==> src/rtl/tia_horizontal_decode.sv <==
// TIA horizontal sync/blank/burst/centre decode from the 6-bit horizontal LFSR count.
// Build option: define TIA_HMOVE_EN to include the HMOVE late-blank latch.
module tia_horizontal_decode (
    input  logic       clk,
    input  logic       resl,
    input  logic       hphi_en,
    input  logic [5:0] hcount,
    input  logic       shb,
    input  logic       wsync_strobe,
    input  logic       hmove_strobe,
    output logic       hsync,
    output logic       hblank,
    output logic       cburst,
    output logic       cnt,
    output logic       rdy,
    output logic       hmove_late
);

    localparam logic [5:0] P_SHS = 6'b111100;
    localparam logic [5:0] P_RHS = 6'b110111;
    localparam logic [5:0] P_RCB = 6'b001111;
    localparam logic [5:0] P_RHB = 6'b011100;
    localparam logic [5:0] P_CNT = 6'b101100;

    logic w_shs;
    logic w_rhs;
    logic w_rcb;
    logic w_rhb;
    logic w_cnt;
    logic w_shb;
    logic w_hblank_clr;

    logic r_hsync;
    logic r_hblank;
    logic r_cburst;
    logic r_cnt;
    logic r_rdy;

    assign w_shs = hphi_en && (hcount == P_SHS);
    assign w_rhs = hphi_en && (hcount == P_RHS);
    assign w_rcb = hphi_en && (hcount == P_RCB);
    assign w_rhb = hphi_en && (hcount == P_RHB);
    assign w_cnt = hphi_en && (hcount == P_CNT);
    assign w_shb = hphi_en && shb;

`ifdef TIA_HMOVE_EN
    localparam logic [5:0] P_LRHB = 6'b010111;

    logic w_lrhb;
    logic w_late_eff;
    logic r_hmove_late;

    assign w_lrhb = hphi_en && (hcount == P_LRHB);
    // A strobe landing on the RHB clock already counts as a late line.
    assign w_late_eff   = r_hmove_late | hmove_strobe;
    assign w_hblank_clr = (w_rhb && !w_late_eff) || (w_lrhb && w_late_eff);

    always_ff @(posedge clk) begin
        if (!resl) begin
            r_hmove_late <= 1'b0;
        end else if (hmove_strobe) begin
            r_hmove_late <= 1'b1;
        end else if (w_lrhb) begin
            r_hmove_late <= 1'b0;
        end
    end

    assign hmove_late = r_hmove_late;
`else
    logic w_unused_hmove;

    assign w_unused_hmove = hmove_strobe;
    assign w_hblank_clr   = w_rhb;
    assign hmove_late     = 1'b0;
`endif

    // SHB set actions are ordered after the decode clears so SHB wins on overlap.
    always_ff @(posedge clk) begin
        if (!resl) begin
            r_hsync  <= 1'b0;
            r_hblank <= 1'b1;
            r_cburst <= 1'b0;
            r_cnt    <= 1'b0;
            r_rdy    <= 1'b1;
        end else begin
            if (w_shs) begin
                r_hsync <= 1'b1;
            end else if (w_rhs) begin
                r_hsync <= 1'b0;
            end

            if (w_rhs) begin
                r_cburst <= 1'b1;
            end else if (w_rcb) begin
                r_cburst <= 1'b0;
            end

            if (w_shb) begin
                r_hblank <= 1'b1;
            end else if (w_hblank_clr) begin
                r_hblank <= 1'b0;
            end

            r_cnt <= w_cnt;

            if (wsync_strobe) begin
                r_rdy <= 1'b0;
            end else if (w_shb) begin
                r_rdy <= 1'b1;
            end
        end
    end

    assign hsync  = r_hsync;
    assign hblank = r_hblank;
    assign cburst = r_cburst;
    assign cnt    = r_cnt;
    assign rdy    = r_rdy;

endmodule

==> config.mk <==
export PLATFORM = sky130hd
export DESIGN_NAME = tia_horizontal_decode
export DESIGN_NICKNAME = d
export VERILOG_FILES = /design/src/rtl/tia_horizontal_decode.sv
export SDC_FILE = /design/constraint.sdc
export NUM_CORES = 1
export LEC_CHECK = 0
export BUFFER_PORTS_ARGS = -buffer_cell sky130_fd_sc_hd__buf_2
export CORE_AREA = 3 3 40 42
export CTS_CLUSTER_DIAMETER = 80
export DETAILED_ROUTE_END_ITERATION = 7
export DIE_AREA = 0 0 43 45
export GPL_TIMING_DRIVEN = 0
export HOLD_SLACK_MARGIN = 0.15
export REMOVE_ABC_BUFFERS = 1
export SETUP_SLACK_MARGIN = 0.1
export SLEW_MARGIN = 0
export SYNTH_ARGS = -nofsm -noshare
export SYNTH_HDL_FRONTEND = slang
export SYNTH_SLANG_ARGS = --single-unit
==> constraint.sdc <==
create_clock -name clk -period 1.1 [get_ports clk]
set_input_delay 0.055 -clock clk [delete_from_list [all_inputs] [get_ports clk]]
set_output_delay 0.055 -clock clk [all_outputs]
set_load 0.005 [all_outputs]
==> results.cfg <==
[die]
dieArea_um2 = 1940
core_area_um2 = 1280
die_h_um = 45
fp-row-count = 13
start_util_pct = 17.0
ios = 18
die_w_um = 43

[timing]
rsz0062_at_grt = no
slew_viol_final = 0
fmax_mhz = 1070
fin_skew_ns = 0
fin_crit_sh_pct = 85.0
finalSetupViolCount = 0
fin_ws_ns = 0.165
min_period_ns = 0.935
tns_ns = 0
hold_viol = 0

[clock_network]
cts_hold_buf = 7
cts.sinks = 5
cts_tree = built
clkTransAtPathRegs_ns = 0.04
h-tree-depth = 1
cts_setup_buffers = 0
cts_buffer_depth = 2
clock-root-buffer = clkbuf_4
clock_latency_ns = 0.24
cts_made_buffers = 3

[finish]
n_fill_cell = 151
drive_above_1_share_pct = 40.8
layout_commonest_cell = buf_2
final_cell_mix = buf_2, dlygate4sd3_1, dfxtp_1
nets = 62
utilization_pct = 31.0
syn2layout_area_growth_pct = 81.7
insertedDiodeCount = 0

[yosys]
ys_top_cells_by_area = dfxtp_1, nand2_1, nand4bb_1, o41a_1, nand3_1
yosysSeqAreaShare_pct = 45.7
synth_cell_types = 17
syn_area_um2 = 219
ys_warn_count = 0
synth.top_cell.area_share_pct = 45.7
synthCells = 25
synth.avg_cell_area_um2 = 8.76
synth.largest_area_cell = dfxtp_1
ys_seq_elements = 5

[worst_setup_path]
max_stage_delay_ns = 0.55
start_kind = input port
crit_buf_inv = 2
path_class = input port to register
cp_max_fo = 4
crit_family = buffers and inverters
rrSetupSlack_ns = 0.43
worst_ep_required_time_ns = 1.22
cp_cell_sequence = buf_2, dlygate4sd3_1, o31ai_1, nand3_1
slowest_stage = dlygate4sd3_1
cp-end-kind = register
arrival_ns = 1.06

[power_and_ir_drop]
pwr-share-comb_pct = 13.2
p_sw_mw = 0.103
powerDensity_nw_per_um2 = 1160
power.leakage_nw = 0.177
power.internal_mw = 0.359
vdd_drop_max_mv = 0.596
power.share.clock_pct = 46.4
switching_share_pct = 22.3
seqPwrFrac_pct = 40.5

[detailed_routing]
first_iter_violations = 0
wirelength_um = 638
ant_nets = 0
drc = 0
dr.pass1.iters = 1
route.vias.total = 274
post_drt_wl_per_cell_um = 9.97
viasPerCell = 4.28

[outcome]
status = complete, no violations

[global_route]
grt_pass1_wl_um = 1010
grt_pass1_vias = 257
grt_use_total_pct = 7.83
gr-total-overflow = 0
grt_start_max_net_pins = 5
antenna_found_initial = 0

[hold_path]
hold_class = input port to register

[flow_run]
maxCapViolCount = 0

[placed_design]
dp_hpwl_um = 482
numPortBuffers = 15
gp_congestion = 0.668
place_ws_ns = 0.183
[kinds of logic after synthesis]
kind of cell,after synthesis,synth area share (%)
buf+inv,2,5.14
simple gates,11,28.0
flops,5,45.7
compound gates,6,19.4
other cells,1,1.71
[registers in the layout, summed over array words and instances (netlist names)]
name and count:
cnt 1, hsync 1, hblank 1, rdy 1, cburst 1
[worst register-to-register path, cell delays in order, from the launching register on]
cell and delay (ns):
dfxtp_1 0.30, o41a_1 0.10, o21a_1 0.17
[final cells by class]
| class | count | area (um2) | area share, % |
|---|---|---|---|
| flip-flops and latches | 5 | 100 | 25.2 |
| clock buffers | 4 | 26.3 | 6.60 |
| multi-input cells | 18 | 114 | 28.6 |
| inverters | 1 | 3.75 | 0.943 |
| well taps | 15 | 18.8 | 4.72 |
| repair buffers | 21 | 135 | 34.0 |
[Yosys cell counts]
library cell	count
a21oi_1	1
buf_4	1
conb_1	1
dfxtp_1	5
inv_1	1
nand2_1	4
nand2b_1	1
nand3_1	2
nand4bb_1	1
nor2_1	1
nor4b_1	1
o21a_1	1
o21ai_0	1
o22ai_1	1
o31ai_1	1
o41a_1	1
or2_2	1
[per-layer routing]
metal / up-vias / share of wire [%] / track usage [%]
met5: - / 0 / 0
met3: 4 / 14 / 5.18
met2: 13 / 46 / 11.1
met1: 121 / 35 / 6.99
li1: 136 / - / -
met4: 0 / 4.2 / 9.04
[per-stage QoR]
step	instances	hold slack (ns)	instance area (um2)	power, mW
final	64	0.102	398	0.461
after global routing	64	0.143	398	0.487
after CTS	65	0.126	402	0.472
after detailed placement	54	0.256	305	0.234
after global placement	54	0.252	305	0.232
after floorplan	24	0.127	211	0.204
[path summary, 6_finish.rpt]
kind,endpoint,startpoint,cells after the start
worst min register to register,hblank,hblank,2
worst max-delay path,hblank,hcount[5],4
worst max register to register,cburst,cburst,2
worst min-delay path,hsync,hcount[3],3
[power by group through the flow]
stage	clock network (mW)	registers [mW]	logic (mW)
finish	0.214	0.187	0.0607
global route	0.232	0.187	0.0679
global placement	0	0.190	0.0425
CTS	0.222	0.187	0.0632
detailed placement	0	0.190	0.0440
floorplan	0	0.191	0.0131
[repair_timing]
| item | CTS | global route |
|---|---|---|
| endpoints found under the hold margin | 5 | 1 |
| setup endpoints to repair | 0 | 1 |
| gates resized for setup | 0 | 1 |
No activity file was read; power rests on OpenSTA's default activity.
